[config.mk]
export PLATFORM = sky130hd
export DESIGN_NAME = serdes_byte_serializer
export DESIGN_NICKNAME = d
export VERILOG_FILES = /design/src/rtl/serdes_pkg.sv /design/src/rtl/serdes_sync_fifo.sv /design/src/rtl/serdes_byte_serializer.sv
export SDC_FILE = /design/constraint.sdc
export NUM_CORES = 1
export LEC_CHECK = 0
export BUFFER_PORTS_ARGS = -buffer_cell sky130_fd_sc_hd__clkbuf_2
export CAP_MARGIN = 10
export CORE_MARGIN = 1.5
export CORE_UTILIZATION = 52
export DETAILED_ROUTE_END_ITERATION = 16
export PLACE_DENSITY = 0.72
export SETUP_SLACK_MARGIN = 0.05
export SYNTH_ARGS = -nofsm -noshare
export SYNTH_HDL_FRONTEND = slang
export SYNTH_SLANG_ARGS = --single-unit
[constraint.sdc]
create_clock -name clk -period 2.7 [get_ports clk]
set_clock_uncertainty 0.15 [all_clocks]
set_input_delay 0 -clock clk [delete_from_list [all_inputs] [get_ports clk]]
set_output_delay 0 -clock clk [all_outputs]
set_load 0.02 [all_outputs]
[src/rtl/serdes_pkg.sv]
// rtl/serdes_pkg.sv - shared serdes types and defaults
//
// Purpose: common definitions for the serdes serializer and deserializer.
// Ports: none (package).
package serdes_pkg;

  // Default serial word width.
  localparam int unsigned DATA_W_DEF = 8;

  // Default input FIFO depth (power of two, >= 2).
  localparam int unsigned FIFO_DEPTH_DEF = 4;

  // Level driven on the serial line while no word is being shifted.
  localparam bit IDLE_LEVEL_DEF = 1'b0;

  // Shifter control states.
  typedef enum logic {
    ST_IDLE  = 1'b0,
    ST_SHIFT = 1'b1
  } ser_state_e;

endpackage : serdes_pkg

[src/rtl/serdes_sync_fifo.sv]
// rtl/serdes_sync_fifo.sv - synchronous FIFO feeding the serializer shifter
//
// Purpose: buffers parallel words between the producer and the shifter.
// Ports:
//   clk         in   clock, all logic on posedge
//   rst         in   synchronous active-high reset, flushes the FIFO
//   push_valid  in   producer offers push_data
//   push_ready  out  registered !full; a word is taken on push_valid & push_ready
//   push_data   in   word to store
//   pop         in   remove the head word (ignored when empty)
//   pop_data    out  current head word
//   empty       out  no words stored
//   level       out  number of words stored
module serdes_sync_fifo
  import serdes_pkg::*;
#(
  parameter int unsigned DATA_W     = DATA_W_DEF,
  parameter int unsigned FIFO_DEPTH = FIFO_DEPTH_DEF
) (
  input  logic                          clk,
  input  logic                          rst,
  input  logic                          push_valid,
  output logic                          push_ready,
  input  logic [DATA_W-1:0]             push_data,
  input  logic                          pop,
  output logic [DATA_W-1:0]             pop_data,
  output logic                          empty,
  output logic [$clog2(FIFO_DEPTH):0]   level
);

  localparam int unsigned AW = $clog2(FIFO_DEPTH);
  localparam logic [AW:0] PTR_ONE = {{AW{1'b0}}, 1'b1};

  logic [DATA_W-1:0] mem_q [FIFO_DEPTH];

  // Pointers carry one extra wrap bit so full and empty are distinguishable.
  logic [AW:0] wr_ptr_q, wr_ptr_d;
  logic [AW:0] rd_ptr_q, rd_ptr_d;
  logic        ready_q;
  logic        full_d;
  logic        do_push;
  logic        do_pop;

  assign empty      = (wr_ptr_q == rd_ptr_q);
  assign level      = wr_ptr_q - rd_ptr_q;
  assign push_ready = ready_q;
  assign pop_data   = mem_q[rd_ptr_q[AW-1:0]];

  // Push is gated by the registered ready, so a slot freed by a pop only
  // becomes usable one cycle later.
  assign do_push = push_valid & ready_q;
  assign do_pop  = pop & ~empty;

  always_comb begin
    wr_ptr_d = wr_ptr_q;
    rd_ptr_d = rd_ptr_q;
    if (do_push) begin
      wr_ptr_d = wr_ptr_q + PTR_ONE;
    end
    if (do_pop) begin
      rd_ptr_d = rd_ptr_q + PTR_ONE;
    end
    full_d = (wr_ptr_d[AW] != rd_ptr_d[AW]) &&
             (wr_ptr_d[AW-1:0] == rd_ptr_d[AW-1:0]);
  end

  always_ff @(posedge clk) begin
    if (rst) begin
      wr_ptr_q <= '0;
      rd_ptr_q <= '0;
      ready_q  <= 1'b1;
    end else begin
      wr_ptr_q <= wr_ptr_d;
      rd_ptr_q <= rd_ptr_d;
      ready_q  <= ~full_d;
    end
  end

  // Storage needs no reset: the pointers define which entries are live.
  always_ff @(posedge clk) begin
    if (do_push) begin
      mem_q[wr_ptr_q[AW-1:0]] <= push_data;
    end
  end

endmodule : serdes_sync_fifo

[src/rtl/serdes_byte_serializer.sv]
// rtl/serdes_byte_serializer.sv - parallel-to-serial transmit half of the serdes link
//
// Purpose: queues parallel words in a small FIFO and shifts them onto one
// serial line, one bit per clock, back to back with no idle gaps.
// Ports:
//   clk        in   clock, all logic on posedge
//   rst        in   synchronous active-high reset
//   ena        in   shift enable; 0 freezes the shifter (FIFO still accepts)
//   in_data    in   parallel word
//   in_valid   in   in_data is valid
//   in_ready   out  FIFO can accept a word (registered !full)
//   ser_out    out  registered serial data
//   ser_frame  out  high while ser_out carries the first bit of a word
//   busy       out  shifter holds a word or FIFO is non-empty
//   level      out  FIFO occupancy
module serdes_byte_serializer
  import serdes_pkg::*;
#(
  parameter int unsigned DATA_W     = DATA_W_DEF,
  parameter int unsigned FIFO_DEPTH = FIFO_DEPTH_DEF,
  parameter bit          LSB_FIRST  = 1'b1,
  parameter bit          IDLE_LEVEL = IDLE_LEVEL_DEF
) (
  input  logic                              clk,
  input  logic                              rst,
  input  logic                              ena,
  input  logic [DATA_W-1:0]                 in_data,
  input  logic                              in_valid,
  output logic                              in_ready,
  output logic                              ser_out,
  output logic                              ser_frame,
  output logic                              busy,
  output logic [$clog2(FIFO_DEPTH+1)-1:0]   level
);

  localparam int unsigned CW = (DATA_W > 1) ? $clog2(DATA_W) : 1;
  localparam logic [CW-1:0] CNT_LAST = CW'(DATA_W - 1);
  localparam logic [CW-1:0] CNT_ONE  = CW'(1);

  ser_state_e        state_q, state_d;
  logic [DATA_W-1:0] shreg_q, shreg_d;
  logic [CW-1:0]     bitcnt_q, bitcnt_d;
  logic              ser_out_q, ser_out_d;
  logic              ser_frame_q, ser_frame_d;

  logic              fifo_pop;
  logic              fifo_empty;
  logic [DATA_W-1:0] fifo_data;

  serdes_sync_fifo #(
    .DATA_W     (DATA_W),
    .FIFO_DEPTH (FIFO_DEPTH)
  ) u_fifo (
    .clk        (clk),
    .rst        (rst),
    .push_valid (in_valid),
    .push_ready (in_ready),
    .push_data  (in_data),
    .pop        (fifo_pop),
    .pop_data   (fifo_data),
    .empty      (fifo_empty),
    .level      (level)
  );

  assign ser_out   = ser_out_q;
  assign ser_frame = ser_frame_q;
  assign busy      = (state_q == ST_SHIFT) || (level != '0);

  // The shift register holds only the bits not yet driven: on load the first
  // bit goes straight to ser_out and the remainder is pre-shifted, so the next
  // bit to send is always at the outgoing end of shreg_q.
  always_comb begin
    state_d     = state_q;
    shreg_d     = shreg_q;
    bitcnt_d    = bitcnt_q;
    ser_out_d   = ser_out_q;
    ser_frame_d = ser_frame_q;
    fifo_pop    = 1'b0;

    if (ena) begin
      case (state_q)
        ST_IDLE: begin
          ser_out_d   = IDLE_LEVEL;
          ser_frame_d = 1'b0;
          if (!fifo_empty) begin
            fifo_pop    = 1'b1;
            ser_out_d   = LSB_FIRST ? fifo_data[0] : fifo_data[DATA_W-1];
            shreg_d     = LSB_FIRST ? (fifo_data >> 1) : (fifo_data << 1);
            ser_frame_d = 1'b1;
            bitcnt_d    = '0;
            state_d     = ST_SHIFT;
          end
        end

        ST_SHIFT: begin
          if (bitcnt_q != CNT_LAST) begin
            ser_out_d   = LSB_FIRST ? shreg_q[0] : shreg_q[DATA_W-1];
            shreg_d     = LSB_FIRST ? (shreg_q >> 1) : (shreg_q << 1);
            bitcnt_d    = bitcnt_q + CNT_ONE;
            ser_frame_d = 1'b0;
          end else if (!fifo_empty) begin
            // Chain the next word on the same edge so there is no gap.
            fifo_pop    = 1'b1;
            ser_out_d   = LSB_FIRST ? fifo_data[0] : fifo_data[DATA_W-1];
            shreg_d     = LSB_FIRST ? (fifo_data >> 1) : (fifo_data << 1);
            ser_frame_d = 1'b1;
            bitcnt_d    = '0;
          end else begin
            ser_out_d   = IDLE_LEVEL;
            ser_frame_d = 1'b0;
            bitcnt_d    = '0;
            state_d     = ST_IDLE;
          end
        end

        default: begin
          state_d = ST_IDLE;
        end
      endcase
    end
  end

  always_ff @(posedge clk) begin
    if (rst) begin
      state_q     <= ST_IDLE;
      shreg_q     <= '0;
      bitcnt_q    <= '0;
      ser_out_q   <= IDLE_LEVEL;
      ser_frame_q <= 1'b0;
    end else begin
      state_q     <= state_d;
      shreg_q     <= shreg_d;
      bitcnt_q    <= bitcnt_d;
      ser_out_q   <= ser_out_d;
      ser_frame_q <= ser_frame_d;
    end
  end

endmodule : serdes_byte_serializer

==> results.tsv, run 1 <==
stage	metric	value	unit
pwr	power_density	736	nW/um^2
worst_setup_path	setup.worst_path.end_class	flip-flop	
clock_network	postCtsSetupBuffers	0	
timing	maxSlewHeadroom	65.0	%
placement	io_buffers	18	
worst_setup_path	cpMaxStageDelayCell	or4_1	
timing	min_period	2.36	ns
pwr	ir_drop	0.459	mV
clock_network	clock-root-buffer	clkbuf_8	
drt	drcViolationCount	0	
timing	tns	0	ns
drt	drt-pass1-iter-count	4	
run	drv_cap	0	
floorplanning	fp.dieArea	4620	sq um
drt	routed_via_density	5.61	
worst_setup_path	critical_path_arrival	2.41	ns
logic_synthesis	synth.cell_area	2200	sq um
global_routing	grt_pass1_wl	6250	um
logic_synthesis	ys_ff_latch	53	
floorplanning	coreArea	4030	sq um
global_routing	grt_start_max_net_pins	22	
timing	final_max_slew_viol_count	0	
drt	avgRoutedWirePerCell	16.3	um
floorplanning	rows	23	
final_layout	final_area	2530	sq um
pwr	p_leak	0.978	nW
final_layout	antenna_cells	0	
timing	setup_viol	0	
clock_network	cts_hold_buf	10	
floorplanning	fp.dieW	68	um
logic_synthesis	synth_cells	156	
pwr	power_switching	0.552	mW
worst_setup_path	path_class	reg -> reg	
logic_synthesis	synth_fp_nets	178	
pwr	switching_share	29.7	%
final_layout	num-fill-cells	322	
global_routing	grt-ovfl-total	0	
logic_synthesis	ys.flop_type	edfxtp_1	
global_routing	grt_usage	19.6	%
floorplanning	dieHeight	68	um
placement	place.gp.congestion	0.796	
clock_network	clockBufferDepth	2	
placement	hpwl	2620	um
final_layout	instances_no_fill	238	
global_routing	grt_pass1_vias	1304	
min_path	holdCritPathClass	in -> reg	
worst_setup_path	worstPathRequired	2.75	ns
worst_setup_path	cp_top_family	simple AND/OR/NAND/NOR gates	
floorplanning	start_util	54.5	%
worst_setup_path	worst-path-max-fanout	3	
logic_synthesis	ys_types	32	
pwr	seqPwrFrac	52.1	%
drt	finalWirelength	3890	um
timing	worstMarginPinSlew	0.525	ns
clock_network	clock_sinks	53	
worst_setup_path	worstPathCellList	ha_1 > ha_1 > nor2b_1 > a311o_1 > mux2i_1 > xor2_1 > or4_1	
worst_setup_path	slowest_delay	0.50	ns
drt	postRouteAntennaNets	0	
pwr	intPower	1.31	mW
placement	place_ws	0.377	ns
clock_network	cts_resized	0	
clock_network	numCtsBuffers	5	
final_layout	post-route-util	62.7	%
logic_synthesis	synth_edf_count	32	
clock_network	cts_max_level	2	
worst_setup_path	crit_top_cell	ha_1	
logic_synthesis	ys_seq_area_share	62.9	%
logic_synthesis	avgSynthCellArea	14.1	sq um
floorplanning	ios	19	
clock_network	cts_tree	done	
pwr	combinationalPowerShare	24.1	%
logic_synthesis	yosys_warnings	0	
clock_network	clkTransAtPathRegs	0.10	ns
timing	grt_setup_unrepaired	false	
pwr	clkPwrFrac	23.8	%
timing	max_freq	0.423	GHz
placement	dpl_cell_area	2330	sq um
timing	hold_viol_final	0	
clock_network	clk_latency	0.31	ns
final_layout	finalNetCount	209	
timing	finalCritPeriodShare	87.5	%
placement	dp_cells	220	
run_status	status	finished, final reports clean	
final_layout	area_growth	15.0	%
worst_setup_path	crit_buf_inv	0	
logic_synthesis	async_reset_ff_share	0	%
drt	num_vias	1335	
final_layout	drive_gt1_share	21.3	%
worst_setup_path	start_kind	flip-flop	
timing	fin_ws	0.338	ns
drt	drtIter0Drc	92	
global_routing	antenna_found_initial	0	
==> flip-flops by register name (all words and copies together) (netlist names) <==
| register | cells |
|---|---|
| ser_frame | 1 |
| state_q | 1 |
| u_fifo.rd_ptr_q | 3 |
| u_fifo.mem_q | 32 |
| u_fifo.push_ready | 1 |
| shreg_q | 8 |
| u_fifo.wr_ptr_q | 3 |
| ser_out | 1 |
| bitcnt_q | 3 |
==> stage by stage <==
stage               power (mW)  hold slack, ns
finish                    1.86         0.00676
global route              1.96          0.0246
CTS                       1.87         0.00592
detailed placement        1.43          0.0712
global placement          1.40          0.0622
floorplan                 1.31         -0.0511
==> path summary, 6_finish.rpt <==
| path | startpoint | to | slack (ns) | depth (start not counted) |
|---|---|---|---|---|
| max | bitcnt_q[0] | u_fifo.push_ready | 0.34 | 7 |
| min | rst | u_fifo.wr_ptr_q[0] | 0.007 | 2 |
| max reg2reg | bitcnt_q[0] | u_fifo.push_ready | 0.34 | 7 |
| min reg2reg | shreg_q[7] | shreg_q[7] | 0.34 | 1 |
==> worst register-to-register path, stage by stage (launching register included) <==
cell and delay, ns:
dfxtp_1 0.34, ha_1 0.20, ha_1 0.21, nor2b_1 0.17, a311o_1 0.26, mux2i_1 0.30, xor2_1 0.11, or4_1 0.50
==> synth_stat cells, types with 4 or more instances <==
cell	count	share of area, %
nor3_1	8	1.8
o22ai_1	7	2.0
clkbuf_1	6	1.0
inv_1	7	1.2
mux4_2	8	8.2
xor2_1	4	1.6
and3_1	5	1.4
dfxtp_1	21	19
xnor2_1	4	1.6
ha_1	9	5.1
nor2_1	19	3.2
edfxtp_1	32	44
==> per-layer routing <==
| layer | share of wire (%) | wire length, um | track usage (%) |
|---|---|---|---|
| met5 | 0 | 0 | 0 |
| met4 | 2.9 | 111 | 9.25 |
| met3 | 4.1 | 159 | 5.43 |
| met2 | 48 | 1880 | 30.3 |
| met1 | 45 | 1740 | 25.8 |
==> cell families after synthesis <==
logic type | after synthesis | synth area share, %
multiplexers | 10 | 9.11
flip-flops | 53 | 62.9
AO/OA/AOI/OAI | 16 | 4.78
adder cells (fa/ha/maj) | 10 | 6.04
buffers and inverters | 15 | 3.25
XOR/XNOR | 10 | 4.67
AND/OR/NAND/NOR | 42 | 9.28
==> power groups by stage <==
stage | clock network [mW] | registers [mW] | logic (mW)
3_3_place_gp | 0 | 0.980 | 0.424
5_1_grt | 0.487 | 0.977 | 0.495
3_5_place_dp | 0 | 0.985 | 0.441
2_1_floorplan | 0 | 0.982 | 0.331
6_report | 0.443 | 0.969 | 0.448
4_1_cts | 0.448 | 0.968 | 0.453
==> area by class of cell <==
class	count	area (sq um)	share of cell area (%)
tap	50	62.6	2.48
inverter	7	26.3	1.04
clock inverter	3	22.5	0.892
sequential	53	1380	54.7
multi-input combinational	88	744	29.5
timing repair buffer	32	220	8.72
clock buffer	5	68.8	2.72
==> layout by cell type (no fill, tap or decap), types with 2 or more instances in the layout <==
cell type and n:
edfxtp_1 32, dfxtp_1 21, nor2_1 19, clkbuf_2 18
dlygate4sd3_1 10, ha_1 9, mux4_2 8, nor3_1 8
inv_1 7, o22ai_1 7, and3_1 5, clkbuf_8 5
xnor2_1 4, xor2_1 4, buf_4 4, a21oi_1 3
clkinvlp_4 3, or4_1 2, mux2i_1 2, nand2_1 2
Power figures use the tool's default switching activity.
==> run 2: changes to the inputs <==
--- a/config.mk
+++ b/config.mk
@@ -11,6 +11,7 @@
 export CORE_UTILIZATION = 52
 export DETAILED_ROUTE_END_ITERATION = 16
 export PLACE_DENSITY = 0.72
+export RECOVER_POWER = 50
 export SETUP_SLACK_MARGIN = 0.05
 export SYNTH_ARGS = -nofsm -noshare
 export SYNTH_HDL_FRONTEND = slang
==> run 2 against run 1 <==
Fmax increased by 0.15%. Critical path depth unchanged. Hold slack improved by 0.0024 ns. Register-to-register slack about the same. Cell count unchanged. Clock power about the same. Sequential share of layout area increased by 0.38 points. Flip-flop and latch count unchanged. Critical path type unchanged. Largest power group unchanged. Highest routed layer unchanged.
==> results.tsv, run 2 (synthesis results as in run 1) <==
stage	metric	value	unit	change
floorplanning	fp.dieArea	4620	sq um	unchanged
final_layout	instances_no_fill	238		unchanged
drt	drcViolationCount	0		unchanged
global_routing	grt_pass1_vias	1304		unchanged
floorplanning	ios	19		unchanged
floorplanning	fp.dieW	68	um	unchanged
final_layout	drive_gt1_share	14.9	%	-6.4 points
pwr	p_leak	0.941	nW	-3.8%
clock_network	clk_latency	0.31	ns	about the same
min_path	holdCritPathClass	in -> reg		
drt	avgRoutedWirePerCell	16.3	um	-0.41%
final_layout	area_growth	14.2	%	
run_status	status	finished, final reports clean		
final_layout	final_common_cell	edfxtp_1		
floorplanning	dieHeight	68	um	unchanged
worst_setup_path	reg2reg_slack	0.34	ns	about the same
timing	min_period	2.36	ns	-0.00344 ns
worst_setup_path	setup.worst_path.end_class	flip-flop		
timing	final_max_slew_viol_count	0		unchanged
global_routing	grt-ovfl-total	0		unchanged
run	drv_cap	0		unchanged
pwr	ir_drop	0.462	mV	+0.56%
min_path	hold_end	u_fifo.wr_ptr_q[0]		
timing	max_freq	0.424	GHz	+0.15%
worst_setup_path	crit_top_cell	ha_1		
drt	drtIter0Drc	105		+14%
drt	drt-pass1-iter-count	4		unchanged
placement	place.gp.congestion	0.796		unchanged
drt	finalWirelength	3870	um	-0.41%
global_routing	grt_pass1_wl	6250	um	unchanged
clock_network	clock-root-buffer	clkbuf_8		
final_layout	finalNetCount	209		unchanged
clock_network	numCtsBuffers	5		unchanged
clock_network	clkTransAtPathRegs	0.10	ns	about the same
drt	routed_via_density	5.60		-0.22%
timing	maxSlewHeadroom	53.2	%	-12 points
final_layout	most-common-layout-cells	32 x edfxtp_1, 21 x dfxtp_1, 19 x nor2_1		
worst_setup_path	r2r_cells	7		unchanged
worst_setup_path	path_class	reg -> reg		
drt	num_vias	1332		-0.22%
worst_setup_path	worst-path-max-fanout	3		unchanged
worst_setup_path	critical_path_arrival	2.40	ns	about the same
final_layout	largest_reg_flops	32		unchanged
worst_setup_path	worstPathRequired	2.75	ns	about the same
placement	io_buffers	18		unchanged
floorplanning	rows	23		unchanged
placement	hpwl	2620	um	unchanged
floorplanning	coreArea	4030	sq um	unchanged
worst_setup_path	slowest_delay	0.50	ns	about the same
worst_setup_path	reg2reg_to	u_fifo.push_ready		
worst_setup_path	start_kind	flip-flop		
timing	hold_viol_final	0		unchanged
clock_network	cts_resized	0		unchanged
worst_setup_path	r2r-start	bitcnt_q[0]		
pwr	power_density	740	nW/um^2	+0.48%
global_routing	antenna_found_initial	0		unchanged
min_path	hold_path_depth	2		unchanged
global_routing	grt_usage	19.6	%	unchanged
clock_network	clockBufferDepth	2		unchanged
clock_network	clock_sinks	53		unchanged
drt	postRouteAntennaNets	0		unchanged
floorplanning	start_util	54.5	%	unchanged
min_path	hp-start	rst		
worst_setup_path	cpMaxStageDelayCell	or4_1		
timing	grt_setup_unrepaired	false		
global_routing	grt_start_max_net_pins	22		unchanged
timing	finalCritPeriodShare	87.4	%	-0.13 points
clock_network	cts_tree	done		
worst_setup_path	worstPathCellList	ha_1 > ha_1 > nor2b_1 > a311o_1 > mux2i_1 > xor2_1 > or4_1		
timing	worstMarginPinSlew	0.703	ns	+0.178 ns
clock_network	cts_max_level	2		unchanged
final_layout	antenna_cells	0		unchanged
placement	dp_cells	220		unchanged
timing	setup_viol	0		unchanged
timing	tns	0	ns	unchanged
[run 2: changes by cell type in the layout (fill, tap and decap cells not counted)]
cell,previous run,this run
clkbuf_2,18,7
buf_4,4,3
clkbuf_1,0,12
[run 2: power by group]
part,switching [mW],internal (mW)
logic,0.252,0.193
registers,0.0388,0.930
clock network,0.260,0.182
[run 2: worst max path at each step]
stage,cells past startpoint,endpoint,from
CTS,7,u_fifo.push_ready,bitcnt_q[0]
global route,7,u_fifo.push_ready,bitcnt_q[0]
global placement,7,u_fifo.push_ready,bitcnt_q[0]
finish,7,u_fifo.push_ready,bitcnt_q[0]
detailed placement,7,u_fifo.push_ready,bitcnt_q[0]
floorplan,8,u_fifo.push_ready,u_fifo.rd_ptr_q[1]
[run 2: timing repair]
action / CTS / global route
hold buffers: 10 / 0
hold endpoints to repair: 36 / 0
setup endpoints to repair: 0 / 0
setup buffers: 0 / 0
[run 2: layout make-up]
class                   instances  area, sq um
inverters                       7         26.3
multi-input cells              88          744
clock buffers                   5         68.8
clock inverters                 3         22.5
fillers                       322         1520
well taps                      50         62.6
repair buffers                 32          203
flip-flops and latches         53         1380
[run 2: through the flow]
step / setup WS, ns / hold slack, ns / total power, mW / utilization [%] / instance area, sq um
final: 0.341 / 0.00921 / 1.86 / 62.3 / 2510
after CTS: 0.352 / 0.00592 / 1.87 / 62.7 / 2530
after detailed placement: 0.377 / 0.0712 / 1.43 / 58.0 / 2330
after global placement: 0.471 / 0.0622 / 1.40 / 58.0 / 2330
after floorplan: 0.105 / -0.0511 / 1.31 / - / 2200
after global routing: 0.189 / 0.0246 / 1.96 / 62.3 / 2510
[run 2: per-layer routing]
layer | up-vias | part of all wire [%] | track usage, % | wire length (um)
li1 | 635 | - | - | -
met1 | 663 | 46 | 25.8 | 1770
met2 | 26 | 48 | 30.3 | 1850
met3 | 8 | 3.5 | 5.43 | 135
met4 | 0 | 2.9 | 9.25 | 111
met5 | - | 0 | 0 | 0
[run 2: worst max-delay path, delay by kind of cell (launching register included)]
family | cells | cell delay (ns)
adder cells (fa/ha/maj) | 2 | 0.41
AO/OA/AOI/OAI | 1 | 0.26
XOR/XNOR | 1 | 0.11
multiplexers | 1 | 0.30
flip-flops | 1 | 0.34
AND/OR/NAND/NOR | 2 | 0.67
==> run 3: changes to the inputs <==
--- a/config.mk
+++ b/config.mk
@@ -7,6 +7,7 @@
 export LEC_CHECK = 0
 export BUFFER_PORTS_ARGS = -buffer_cell sky130_fd_sc_hd__clkbuf_2
 export CAP_MARGIN = 10
+export CORE_ASPECT_RATIO = 0.75
 export CORE_MARGIN = 1.5
 export CORE_UTILIZATION = 52
 export DETAILED_ROUTE_END_ITERATION = 16
==> run 3 against run 2 <==
Combinational power is 1% lower. Critical endpoint unchanged. Sequential power hardly changed. Die area hardly changed. Via count is 2.2% lower. Largest cell class unchanged. Non-clock buffer count is 1 lower. Total power is 1.0% higher. Register-to-register slack hardly changed. Cell count is 1.7% higher. Critical path depth stayed put. Routed wire length is 2.2% lower.
==> results.tsv, run 3 (synthesis results as in run 1) <==
stage	metric	value	unit	change
placement	hpwl	2670	um	+1.9%
placement	io_buffers	18		unchanged
worst_setup_path	setup.worst_path.end_class	flip-flop		
placement	place.gp.congestion	0.810		+1.8%
floorplanning	dieHeight	59.3	um	-13%
pwr	combinationalPowerShare	23.5	%	-0.5 points
worst_setup_path	reg2reg_slack	0.35	ns	about the same
timing	hold_viol_final	0		unchanged
floorplanning	fp.dieW	78.1	um	+15%
worst_setup_path	start_kind	flip-flop		
clock_network	clockBufferDepth	2		unchanged
final_layout	area_growth	14.4	%	
drt	routed_via_density	5.38		-3.8%
worst_setup_path	worstPathRequired	2.73	ns	-0.02 ns
global_routing	grt_start_max_net_pins	22		unchanged
drt	drcViolationCount	0		unchanged
final_layout	antenna_cells	0		unchanged
drt	postRouteAntennaNets	0		unchanged
final_layout	largest_reg_flops	32		unchanged
min_path	hold_end	u_fifo.wr_ptr_q[0]		
worst_setup_path	path_class	reg -> reg		
pwr	clkPwrFrac	24.9	%	+1.1 points
final_layout	instances_no_fill	242		+1.7%
final_layout	finalNetCount	208		-0.48%
timing	setup_viol	0		unchanged
min_path	hp-start	in_valid		
floorplanning	start_util	54.2	%	-0.34 points
timing	max_freq	0.426	GHz	+0.47%
clock_network	clock_sinks	53		unchanged
worst_setup_path	reg2reg_to	u_fifo.push_ready		
timing	worstMarginPinSlew	0.574	ns	-0.129 ns
final_layout	num-fill-cells	355		+10%
floorplanning	rows	20		-13%
global_routing	antenna_found_initial	0		unchanged
drt	drtIter0Drc	49		-53%
global_routing	grt_pass1_wl	6540	um	+4.6%
drt	finalWirelength	3780	um	-2.2%
pwr	p_total	1.88	mW	+1.0%
global_routing	grt_pass1_vias	1375		+5.4%
min_path	holdCritPathClass	in -> reg		
timing	final_max_slew_viol_count	0		unchanged
clock_network	cts_resized	0		unchanged
placement	dp_cells	225		+2.3%
drt	drt-pass1-iter-count	4		unchanged
clock_network	clock-root-buffer	clkbuf_8		
final_layout	drive_gt1_share	15.0	%	+0.080 points
timing	min_period	2.35	ns	-0.0109 ns
floorplanning	ios	19		unchanged
floorplanning	coreArea	4050	sq um	+0.62%
worst_setup_path	critical_path_arrival	2.38	ns	-0.02 ns
drt	num_vias	1303		-2.2%
timing	holdWs	0.000225	ns	-0.00898 ns
run_status	status	finished, final reports clean		
clock_network	numCtsBuffers	5		unchanged
pwr	p_leak	0.948	nW	+0.77%
timing	tns	0	ns	unchanged
clock_network	cts_tree	done		
drt	avgRoutedWirePerCell	15.6	um	-3.8%
timing	grt_setup_unrepaired	false		
worst_setup_path	worst-path-max-fanout	3		unchanged
timing	maxSlewHeadroom	61.7	%	+8.6 points
pwr	power_switching	0.541	mW	-1.7%
timing	finalCritPeriodShare	87.0	%	-0.41 points
clock_network	clkTransAtPathRegs	0.10	ns	about the same
run	drv_cap	0		unchanged
pwr	seqPwrFrac	51.6	%	-0.6 points
min_path	hold_path_depth	4		+2
pwr	power_density	747	nW/um^2	+0.90%
global_routing	grt_usage	19.5	%	-0.062 points
global_routing	grt-ovfl-total	0		unchanged
clock_network	clk_latency	0.31	ns	about the same
pwr	switching_share	28.9	%	-0.82 points
final_layout	most-common-layout-cells	32 x edfxtp_1, 21 x dfxtp_1, 19 x nor2_1		
pwr	ir_drop	0.434	mV	-6.1%
worst_setup_path	r2r-start	bitcnt_q[0]		
clock_network	cts_max_level	2		unchanged
clock_network	postCtsSetupBuffers	0		unchanged
pwr	intPower	1.33	mW	+2.2%
final_layout	final_common_cell	edfxtp_1		
floorplanning	fp.dieArea	4630	sq um	about the same
worst_setup_path	r2r_cells	7		unchanged
-- run 3: cell types whose count changed in the layout (fill, tap and decap cells not counted) --
cell	before	now
clkbuf_8	5	6
inv_6	0	1
clkinvlp_4	3	1
dlygate4sd3_1	10	9
-- run 3: layout make-up --
cell class | count | area, sq um | share of cell area [%]
sequential | 53 | 1380 | 55.0
multi-input combinational | 88 | 744 | 29.6
timing repair buffer | 31 | 193 | 7.67
clock buffer | 6 | 82.6 | 3.29
tap | 55 | 68.8 | 2.74
inverter | 7 | 26.3 | 1.05
clock inverter | 2 | 16.3 | 0.647
-- run 3: metal layers --
| layer | track usage [%] | wire, um | part of all wire (%) |
|---|---|---|---|
| met1 | 25.3 | 1750 | 46 |
| met2 | 31.3 | 1860 | 49 |
| met3 | 4.77 | 107 | 2.8 |
| met4 | 10.2 | 60 | 1.6 |
| met5 | 0 | 0 | 0 |
-- run 3: what timing repair did --
item                                    4_1_cts  5_1_grt
endpoints found under the setup margin        0        0
hold buffers                                  9        0
endpoints found under the hold margin        35        0
-- run 3: per-stage QoR --
stage / instance area, sq um / utilization [%] / worst slack (ns)
2_1_floorplan: 2200 / - / 0.105
4_1_cts: 2530 / 62.4 / 0.351
6_report: 2510 / 62.0 / 0.352
5_1_grt: 2510 / 62.0 / 0.214
3_5_place_dp: 2340 / 57.7 / 0.361
3_3_place_gp: 2340 / 57.7 / 0.462
-- run 3: worst max path at each step --
stage,start,end,slack (ns),cells after the start
6_report,bitcnt_q[0],u_fifo.push_ready,0.35,7
5_1_grt,bitcnt_q[0],u_fifo.push_ready,0.21,7
4_1_cts,bitcnt_q[0],u_fifo.push_ready,0.35,7
3_5_place_dp,bitcnt_q[0],u_fifo.push_ready,0.36,7
3_3_place_gp,bitcnt_q[0],u_fifo.push_ready,0.46,7
2_1_floorplan,u_fifo.rd_ptr_q[1],u_fifo.push_ready,0.11,8
-- run 3: power groups by stage --
| stage | registers [mW] | logic [mW] | clock network, mW |
|---|---|---|---|
| 2_1_floorplan | 0.982 | 0.331 | 0 |
| 4_1_cts | 0.968 | 0.450 | 0.476 |
| 3_5_place_dp | 0.985 | 0.439 | 0 |
| 6_report | 0.968 | 0.440 | 0.467 |
| 5_1_grt | 0.977 | 0.494 | 0.514 |
| 3_3_place_gp | 0.980 | 0.425 | 0 |
-- run 3: critical path, stage by stage, from the launching register on --
cell     delay, ns
dfxtp_1       0.34
ha_1          0.21
ha_1          0.21
nor2b_1       0.16
a311o_1       0.26
mux2i_1       0.30
xor2_1        0.10
or4_1         0.50
